**src/rtl/hazard_stall_unit_pkg.sv**
```systemverilog
// hazard_pkg
//   Shared types and constants for the hazard/stall control slice:
//   memory-hold FSM state type, the x0 register index, the width of the
//   optional performance counters (HAZARD_PERF_EN), and a helper that
//   tests a destination register against both source fields.
package hazard_pkg;

   typedef enum logic [1:0] {
      RUN      = 2'd0,
      MEM_WAIT = 2'd1,
      ERR      = 2'd2
   } hold_state_e;

   localparam logic [4:0]  REG_X0     = 5'd0;
   localparam int unsigned PERF_CNT_W = 32;

   // x0 never carries a dependency; both source fields are always compared.
   function automatic logic rd_hits(input logic [4:0] rd,
                                    input logic [4:0] rs1,
                                    input logic [4:0] rs2);
      return (rd != REG_X0) && ((rd == rs1) || (rd == rs2));
   endfunction

endpackage

```
**src/rtl/hazard_stall_unit_mem_hold_fsm.sv**
```systemverilog
// mem_hold_fsm
//   Tracks an outstanding data-memory handshake and freezes the pipeline
//   while it is pending, with a watchdog that latches a sticky error.
//   Parameter TIMEOUT_CYCLES : max consecutive hold cycles (0 = no watchdog).
//   Ports:
//     i_clk, i_rst_n   clock, async active-low reset
//     i_dmem_req       MEM stage has an access pending
//     i_dmem_ready     memory completes the access this cycle
//     o_hold           freeze request (combinational)
//     o_err            registered sticky timeout flag
//   Macro HAZARD_PERF_EN adds a handshake protocol assertion.
module mem_hold_fsm
   import hazard_pkg::*;
#(
   parameter int unsigned TIMEOUT_CYCLES = 256
) (
   input  logic i_clk,
   input  logic i_rst_n,
   input  logic i_dmem_req,
   input  logic i_dmem_ready,
   output logic o_hold,
   output logic o_err
);

   localparam int unsigned   CW      = (TIMEOUT_CYCLES == 0) ? 1 : $clog2(TIMEOUT_CYCLES + 1);
   localparam logic [CW-1:0] LIMIT   = CW'(TIMEOUT_CYCLES);
   localparam bit            WDOG_EN = (TIMEOUT_CYCLES != 0);

   hold_state_e   r_state;
   hold_state_e   w_state_nxt;
   logic [CW-1:0] r_cnt;
   logic [CW-1:0] w_cnt_nxt;
   logic [CW-1:0] w_cnt_inc;
   logic          r_err;
   logic          w_wait;

   assign w_wait    = i_dmem_req & ~i_dmem_ready;
   assign w_cnt_inc = r_cnt + CW'(1);

   always_ff @(posedge i_clk or negedge i_rst_n) begin
      if (!i_rst_n) begin
         r_state <= RUN;
         r_cnt   <= '0;
         r_err   <= 1'b0;
      end else begin
         r_state <= w_state_nxt;
         r_cnt   <= w_cnt_nxt;
         r_err   <= (w_state_nxt == ERR);
      end
   end

   // The entry cycle already counts as one hold cycle, so RUN loads 1.
   always_comb begin
      w_state_nxt = r_state;
      w_cnt_nxt   = r_cnt;
      unique case (r_state)
         RUN: begin
            w_cnt_nxt = '0;
            if (w_wait) begin
               w_cnt_nxt   = CW'(1);
               w_state_nxt = (WDOG_EN && (LIMIT == CW'(1))) ? ERR : MEM_WAIT;
            end
         end
         MEM_WAIT: begin
            // Completion or a dropped request both end the wait.
            if (!w_wait) begin
               w_state_nxt = RUN;
               w_cnt_nxt   = '0;
            end else if (WDOG_EN) begin
               w_cnt_nxt = w_cnt_inc;
               if (w_cnt_inc == LIMIT) w_state_nxt = ERR;
            end
         end
         ERR: w_state_nxt = ERR;
         default: begin
            w_state_nxt = RUN;
            w_cnt_nxt   = '0;
         end
      endcase
   end

   assign o_hold = (r_state == ERR) | w_wait;
   assign o_err  = r_err;

`ifdef HAZARD_PERF_EN
   a_req_held_until_ready: assert property (
      @(posedge i_clk) disable iff (!i_rst_n)
      (r_state == MEM_WAIT) |-> (i_dmem_req || i_dmem_ready));
`endif

endmodule

```
**src/rtl/hazard_stall_unit.sv**
```systemverilog
// hazard_stall_unit
//   Resolves hazards the forwarding path cannot: load-use stalls, operand
//   stalls for branches resolved in ID, taken-branch flushes, and a full
//   pipeline freeze while a data-memory access is outstanding.
//   Parameter TIMEOUT_CYCLES : memory-hold watchdog limit (0 disables).
//   Ports:
//     clk, rst_n                        clock, async active-low reset
//     IFID_RS1/RS2, IFID_Branch         ID-stage sources / branch-in-ID
//     BRANCH_TAKEN                      branch in ID resolved taken
//     IDEX_RD/MemRead/RegWrite          EX-stage destination info
//     EXMEM_RD/MemRead                  MEM-stage destination info
//     DMEM_REQ, DMEM_READY              data-memory handshake
//     PC_WRITE, IFID_WRITE, IFID_FLUSH, IDEX_BUBBLE, PIPE_HOLD  controls
//     MEM_TIMEOUT                       sticky watchdog error
//   Macro HAZARD_PERF_EN adds STALL_CNT / FLUSH_CNT (32-bit) outputs.
module hazard_stall_unit
   import hazard_pkg::*;
#(
   parameter int unsigned TIMEOUT_CYCLES = 256
) (
   input  logic       clk,
   input  logic       rst_n,
   input  logic [4:0] IFID_RS1,
   input  logic [4:0] IFID_RS2,
   input  logic       IFID_Branch,
   input  logic       BRANCH_TAKEN,
   input  logic [4:0] IDEX_RD,
   input  logic       IDEX_MemRead,
   input  logic       IDEX_RegWrite,
   input  logic [4:0] EXMEM_RD,
   input  logic       EXMEM_MemRead,
   input  logic       DMEM_REQ,
   input  logic       DMEM_READY,
   output logic       PC_WRITE,
   output logic       IFID_WRITE,
   output logic       IFID_FLUSH,
   output logic       IDEX_BUBBLE,
   output logic       PIPE_HOLD,
   output logic       MEM_TIMEOUT
`ifdef HAZARD_PERF_EN
   ,
   output logic [PERF_CNT_W-1:0] STALL_CNT,
   output logic [PERF_CNT_W-1:0] FLUSH_CNT
`endif
);

   logic w_hit_ex;
   logic w_hit_mem;
   logic w_load_use;
   logic w_br_ex;
   logic w_br_mem;
   logic w_stall;
   logic w_hold;
   logic w_err;

   assign w_hit_ex   = rd_hits(IDEX_RD,  IFID_RS1, IFID_RS2);
   assign w_hit_mem  = rd_hits(EXMEM_RD, IFID_RS1, IFID_RS2);
   assign w_load_use = IDEX_MemRead & w_hit_ex;
   assign w_br_ex    = IFID_Branch & IDEX_RegWrite & w_hit_ex;
   assign w_br_mem   = IFID_Branch & EXMEM_MemRead & w_hit_mem;
   assign w_stall    = w_load_use | w_br_ex | w_br_mem;

   mem_hold_fsm #(
      .TIMEOUT_CYCLES (TIMEOUT_CYCLES)
   ) u_mem_hold_fsm (
      .i_clk        (clk),
      .i_rst_n      (rst_n),
      .i_dmem_req   (DMEM_REQ),
      .i_dmem_ready (DMEM_READY),
      .o_hold       (w_hold),
      .o_err        (w_err)
   );

   // Reset is applied combinationally so the pipeline sees a bubble/no-advance
   // pattern for the whole time rst_n is low, not just after the next edge.
   always_comb begin
      PC_WRITE    = 1'b1;
      IFID_WRITE  = 1'b1;
      IFID_FLUSH  = 1'b0;
      IDEX_BUBBLE = 1'b0;
      PIPE_HOLD   = 1'b0;
      if (!rst_n) begin
         PC_WRITE    = 1'b0;
         IFID_WRITE  = 1'b0;
         IDEX_BUBBLE = 1'b1;
      end else if (w_hold) begin
         PIPE_HOLD  = 1'b1;
         PC_WRITE   = 1'b0;
         IFID_WRITE = 1'b0;
      end else if (w_stall) begin
         // Branch outcome is computed from stale operands here, so ignore it.
         PC_WRITE    = 1'b0;
         IFID_WRITE  = 1'b0;
         IDEX_BUBBLE = 1'b1;
      end else if (BRANCH_TAKEN) begin
         IFID_FLUSH = 1'b1;
      end
   end

   assign MEM_TIMEOUT = w_err;

`ifdef HAZARD_PERF_EN
   logic [PERF_CNT_W-1:0] r_stall_cnt;
   logic [PERF_CNT_W-1:0] r_flush_cnt;

   always_ff @(posedge clk or negedge rst_n) begin
      if (!rst_n) begin
         r_stall_cnt <= '0;
         r_flush_cnt <= '0;
      end else begin
         if (!PC_WRITE)  r_stall_cnt <= r_stall_cnt + PERF_CNT_W'(1);
         if (IFID_FLUSH) r_flush_cnt <= r_flush_cnt + PERF_CNT_W'(1);
      end
   end

   assign STALL_CNT = r_stall_cnt;
   assign FLUSH_CNT = r_flush_cnt;
`endif

endmodule

```
**config.mk**
```make
export PLATFORM = sky130hd
export DESIGN_NAME = hazard_stall_unit
export DESIGN_NICKNAME = d
export VERILOG_FILES = /design/src/rtl/hazard_stall_unit_pkg.sv /design/src/rtl/hazard_stall_unit_mem_hold_fsm.sv /design/src/rtl/hazard_stall_unit.sv
export SDC_FILE = /design/constraint.sdc
export NUM_CORES = 1
export LEC_CHECK = 0
export BUFFER_PORTS_ARGS = -buffer_cell sky130_fd_sc_hd__buf_2
export CORE_MARGIN = 2
export CORE_UTILIZATION = 34
export CTS_CLUSTER_SIZE = 40
export DETAILED_ROUTE_END_ITERATION = 16
export GPL_TIMING_DRIVEN = 0
export HOLD_SLACK_MARGIN = 0.15
export SKIP_CTS_REPAIR_TIMING = 1
export SLEW_MARGIN = 5
export SYNTH_ARGS = -nofsm -noshare
export SYNTH_HDL_FRONTEND = slang
export SYNTH_SLANG_ARGS = --single-unit
export TNS_END_PERCENT = 100
```
**constraint.sdc**
```tcl
create_clock -name clk -period 5.9 [get_ports clk]
set_input_delay 1.475 -clock clk [delete_from_list [all_inputs] [get_ports clk]]
set_output_delay 1.475 -clock clk [all_outputs]
set_load 0.05 [all_outputs]
```
==> Word level (Yosys, flattened, before mapping) <==
Cells that the tools add are included.
{ "word_totals": {"reg_bits": 12, "mem_count": 0, "latch_bits": 0, "in_bits": 29, "ram_bits": 0, "romBits": 0, "out_inout_bits": 6} }
{ "classes": {"mux": 19, "eq_ne": 8, "addsub": 1, "shift": 0, "magnitude_cmp": 0, "bitwise_logic": 10, "multipliers": 0, "n_reduce_logical": 7, "n_div": 0} }
{ "op_table": {"columns": ["operator", "n"], "rows": [
  ["$pmux W9 S3", 1],
  ["$eq A5 B5 Y1", 4],
  ["$mux W1", 13],
  ["$reduce_bool A5 Y1", 2],
  ["$add A9 B1 Y9 const B", 1],
  ["$eq A9 B9 Y1 const B", 1],
  ["$mux W9", 1],
  ["$and A1 B1 Y1", 6],
  ["$mux W2", 3],
  ["$pmux W2 S3", 1],
  ["$eq A2 B2 Y1 const B", 2],
  ["$or A1 B1 Y1", 3],
  ["$eq A2 B1 Y1 const B", 1],
  ["$logic_and A1 B1 Y1", 2],
  ["$logic_not A2 Y1", 1],
  ["$logic_or A1 B1 Y1", 2],
  ["$not A1 Y1", 1]
]} }

==> Depth between registers and ports, before layout <==
{ "logic_depth": {"ltp_word": 9, "mapped_depth": 6, "ltp_nobuf": 6} }

==> By module <==
A second synthesis with hierarchy kept.
{ "unflattened": {"hier_cells": 117, "area_unflattened_um2": 1021.0} }
{ "by_module_without_submodules": {"columns": ["module", "seq_area_each_um2", "n_inst", "cells_per_inst", "area_each_um2"], "rows": [
  ["mem_hold_fsm", 300.3, 1, 75, 711.9],
  ["hazard_stall_unit", 0.0, 1, 42, 309.0]
]} }

==> Least setup slack after synthesis <==
No wires, ideal clock.
{ "synth_path": {"path_kind": "input port to output port", "startpoint": "input port IFID_RS1[4]", "endpoint": "output port IDEX_BUBBLE", "path_stages": 5, "path_buffers": 0, "arrival_ns": 3.145, "slack_ns": 1.280, "path_cell_list": "xnor2_1 > nand3_1 > o22ai_1 > a22oi_1 > o31ai_1"} }
{ "synth_between": {"elab_chain_len": 9, "word_cells_on_any_way": 14, "cone_classes": "eq/ne (2); mux (3); bitwise (5); reduce/logical (4)"} }
{ "synth_rtl": {"columns": ["item", "line", "rtl"], "rows": [
  ["start, declared", "hazard_stall_unit.sv:23", "input logic [4:0] IFID_RS1,"],
  ["$eq A5 B5 Y1", "hazard_stall_unit_pkg.sv:21", "return (rd != REG_X0) && ((rd == rs1) || (rd == rs2));"],
  ["$logic_or A1 B1 Y1", "hazard_stall_unit_pkg.sv:21", null],
  ["$logic_and A1 B1 Y1", "hazard_stall_unit_pkg.sv:21", null],
  ["$and A1 B1 Y1 (on tied branches)", "hazard_stall_unit.sv:58, hazard_stall_unit.sv:59", null],
  ["$or A1 B1 Y1", "hazard_stall_unit.sv:61", "assign w_stall = w_load_use | w_br_ex | w_br_mem;"],
  ["$or A1 B1 Y1 *", "hazard_stall_unit.sv:61", null],
  ["$mux W1 *", "hazard_stall_unit.sv:90", "end else if (w_stall) begin"],
  ["$mux W1 *", "hazard_stall_unit.sv:86", "end else if (w_hold) begin"],
  ["$mux W1 *", "hazard_stall_unit.sv:82", "if (!rst_n) begin"],
  ["end, declared", "hazard_stall_unit.sv:37", "output logic IDEX_BUBBLE,"]
]} }
Mark *: on every way between the ends. The rest lies on a longest branch, timed or not.

==> Worst setup path in the final report <==
{ "layout_path": {"startpoint": "input port EXMEM_RD[0]", "endpoint": "output port PC_WRITE"} }
{ "layout_between": {"elab_chain_len": 8, "word_cells_on_any_way": 10, "cone_classes": "eq/ne (2); mux (3); bitwise (2); reduce/logical (3)"} }
{ "layout_rtl": {"columns": ["item", "line", "rtl"], "rows": [
  ["start, declared", "hazard_stall_unit.sv:30", "input logic [4:0] EXMEM_RD,"],
  ["$eq A5 B5 Y1", "hazard_stall_unit_pkg.sv:21", null],
  ["$logic_or A1 B1 Y1", "hazard_stall_unit_pkg.sv:21", null],
  ["$logic_and A1 B1 Y1 *", "hazard_stall_unit_pkg.sv:21", null],
  ["$and A1 B1 Y1 *", "hazard_stall_unit.sv:60", "assign w_br_mem = IFID_Branch & EXMEM_MemRead & w_hit_mem;"],
  ["$or A1 B1 Y1 *", "hazard_stall_unit.sv:61", null],
  ["$mux W1 *", "hazard_stall_unit.sv:90", null],
  ["$mux W1 *", "hazard_stall_unit.sv:86", null],
  ["$mux W1 *", "hazard_stall_unit.sv:82", null],
  ["end, declared", "hazard_stall_unit.sv:34", "output logic PC_WRITE,"]
]} }
Marks and branches as above.

==> results.toml <==
[outcome]
status = "finished, final reports clean"

[power]
p_per_area_mw_per_mm2 = 174
sequentialPowerShare = 0.411
power_frac_clock = 0.336
comb_power_share = 0.253
ir_worst_vdd_v = 0.000137
switching_share = 0.297
p_leak_nw = 0.519
cell_internal_pwr_mw = 0.144
total_switching_power_mw = 0.0608

[cells_and_area]
num-fill-cells = 261
finish.net_count = 176
num_antenna_cells = 0
syn_to_final_growth_pct = 26.1
proportion_of_layout_cells_with_a_drive_suffix_above_1 = 0.310

[synth]
synthDominantAreaCellType = "sky130_fd_sc_hd__dfrtp_1"
predominant_post_synthesis_flop_cell = "sky130_fd_sc_hd__dfrtp_1"
synth_nets = 137
synth-async-reset-ratio = 1.00
synth_seq_cells = 12
synth.mux.area_fraction = 0.0107
synth_edf_count = 0
synthTopCellsByCount = "sky130_fd_sc_hd__xnor2_1 (20), sky130_fd_sc_hd__dfrtp_1 (12), sky130_fd_sc_hd__nand2_1 (11)"
synth_sequential_area_ratio = 0.322
yosys-top-cells-area = "sky130_fd_sc_hd__dfrtp_1 (32%), sky130_fd_sc_hd__xnor2_1 (19%), sky130_fd_sc_hd__nand2_1 (4.4%)"
synth-adder-area-share = 0.0134
synth_top_family_by_area = "simple AND/OR/NAND/NOR gates"
synth_compound_gate_area_share = 0.196
synth-warning-count = 0
avgSynthCellArea_um2 = 8.72
area_share_of_and_or_nand_nor_cells_after_synthesis = 0.245
netlist.area_leader.share = 0.322
mappedNetlistArea_um2 = 933
synth.distinct_cells = 38
post-synth-top-count-cell = "sky130_fd_sc_hd__xnor2_1"
yosys.area_share.xor_xnor = 0.197
synthCells = 107

[drt]
drt_drc_violations_left = 0
drt_pass_1_iters = 4
drt-initial-drc-count = 14
finalWirelength_um = 2220
drt-vias-per-instance = 5.22
routedWlPerCell_um = 12.7
final_antenna_net_count = 0
vias = 913

[clocking]
clk-insertion-delay-late_ps = 280
clock_sink_total = 12
cts_htree_levels = 1
clockBufferDepth = 2
clock-root-buffer = "sky130_fd_sc_hd__clkbuf_4"
cts.clk_slew.worst_paths_ps = 80
numCtsBuffers = 3
tritoncts = "done"

[setup_path]
worst_setup_path_category = "in2out"
critPathMaxStageDelay_ps = 370
worstPathCellList = "buf_2 > or3_1 > o311a_1 > a22oi_1 > and3_1 > buf_4 > buf_2"
crit_path_end_kind = "primary output"
regToRegEndpoint = "u_mem_hold_fsm.r_state[0]"
cp.arrival_ps = 3140
timing.reg2reg.setup_slack_ps = 4140
worstPathMaxFanout = 3
cp_slowest_cell = "sky130_fd_sc_hd__or3_1"
ff2ff_path_depth = 5
worst_path_most_repeated_cell = "sky130_fd_sc_hd__buf_2"
timing.critical_path.required_ps = 4430
regToRegStartpoint = "u_mem_hold_fsm.r_cnt[2]"
critPathLaunchType = "input pin"

[global_routing]
globalRoute.busiestLayer = "met2"
grt_first_pass_wirelength_um = 3710
met1_usage = 0.173
globalRouteTotalUtil = 0.146
vias_in_the_first_global_route = 851
global_route_track_usage_on_met2 = 0.259
gr-usage-met3 = 0.0207
maximum_number_of_pins_on_one_net_before_global_route_repair = 17
grt_antenna_before_repair = 0
congestion_overflow_gr = 0

[die]
fp.coreArea_mm2 = 0.00254
die_y_um = 56.4
floorplan.initialDensity = 0.367
floorplan.die_area_mm2 = 0.00318
num_rows = 18
boundaryPins = 35
floorplan.die.width_um = 56.4

[timing]
setup_viol = 0
final_max_slew_viol_count = 0
final_critical_path_setup_slack_ps = 1280
fmaxAchievable_mhz = 217
final.min_clock_period_ps = 4620
final.period_utilization = 0.782
tightestPinTransition_ps = 716
setup-tns-final_ps = 0
clock-skew-final_ps = 0.434
setup_repair_after_global_routing_missed_its_margin = "false"
final_hold_viol_count = 0
maxSlewHeadroom = 0.522

[place]
number_of_buffers_added_on_ports = 34
setup_slack_placement_ps = 1270
gpl_wtd_cong = 0.822
place.detailed.hpwl_um = 1810

[worst_hold_path]
hold_class = "reg2reg"
worstHoldPathCells = 1
timing.hold.worst_endpoint = "u_mem_hold_fsm.r_cnt[7]"
hp-start = "u_mem_hold_fsm.r_cnt[7]"

[job]
drv_cap = 0
cells in the final DEF, fill, tap and decap left out, types with 2 or more instances in the layout:
cell                       instances
sky130_fd_sc_hd__a21oi_1           4
sky130_fd_sc_hd__nor2b_1           3
sky130_fd_sc_hd__nor2_1            7
sky130_fd_sc_hd__nand2_1          11
sky130_fd_sc_hd__o21ai_0           7
sky130_fd_sc_hd__nand2b_1          2
sky130_fd_sc_hd__dfrtp_1          12
sky130_fd_sc_hd__a21o_1            2
sky130_fd_sc_hd__a22o_1            3
sky130_fd_sc_hd__o22ai_1           2
sky130_fd_sc_hd__clkbuf_4          3
sky130_fd_sc_hd__nand3_1           7
sky130_fd_sc_hd__o31ai_1           2
sky130_fd_sc_hd__buf_2            34
sky130_fd_sc_hd__xnor2_1          20
worst max path at each step:
stage          depth (start not counted)         from           to  slack [ps]
6_report                               7  EXMEM_RD[0]     PC_WRITE        1280
5_1_grt                                7  EXMEM_RD[0]     PC_WRITE        1180
4_1_cts                                7  EXMEM_RD[0]     PC_WRITE        1270
3_5_place_dp                           7  EXMEM_RD[0]     PC_WRITE        1270
3_3_place_gp                           7  EXMEM_RD[0]     PC_WRITE        1300
2_1_floorplan                          5  IFID_RS1[4]  IDEX_BUBBLE        1280
power by group through the flow:
| stage | logic (mW) | registers [mW] | clock network [mW] |
|---|---|---|---|
| final | 0.0518 | 0.0840 | 0.0686 |
| after global routing | 0.0562 | 0.0841 | 0.0743 |
| after floorplan | 0.0305 | 0.0854 | 0 |
| after detailed placement | 0.0522 | 0.0856 | 0 |
| after CTS | 0.0523 | 0.0840 | 0.0699 |
| after global placement | 0.0507 | 0.0856 | 0 |
flip-flops by register name, summed over array words and instances (netlist names):
register / cells
u_mem_hold_fsm.o_err: 1
u_mem_hold_fsm.r_state: 2
u_mem_hold_fsm.r_cnt: 9
routing by layer:
metal | vias up | wire length, um | part of all wire
met4 | 0 | 40 | 0.018
li1 | 459 | - | -
met2 | 25 | 1110 | 0.50
met3 | 5 | 87 | 0.039
met5 | - | 0 | 0
met1 | 424 | 977 | 0.44
per-stage QoR:
step	area (um^2)	cells	hold slack, ps	power (mW)	utilization
after global routing	1180	175	556	0.215	0.463
after floorplan	933	107	487	0.116	-
after CTS	1180	175	542	0.206	0.463
after detailed placement	1140	171	526	0.138	0.448
after global placement	1140	171	521	0.136	0.448
final	1180	175	540	0.204	0.463
worst max-delay path: cells and delay by family:
family / cells / cell delay (ps)
buffers and inverters: 3 / 470
AOI/OAI and AO/OA: 2 / 600
and+or+nand+nor: 2 / 590
layout make-up:
class / instances / area, um^2 / share of cell area
Sequential cell: 12 / 300 / 0.255
Timing Repair Buffer: 34 / 170 / 0.145
Clock buffer: 4 / 36.3 / 0.0308
Multi-Input combinational cell: 92 / 618 / 0.525
Inverter: 1 / 3.75 / 0.00319
Tap cell: 30 / 37.5 / 0.0319
Buffer: 2 / 11.3 / 0.00956
kinds of logic after synthesis:
group                    after synthesis
adder cells (fa/ha/maj)                1
AND/OR/NAND/NOR                       42
multiplexers                           1
XOR/XNOR                              21
flip-flops                            12
AO/OA/AOI/OAI                         27
buffers and inverters                  3
(Power assumes the default switching activity.)
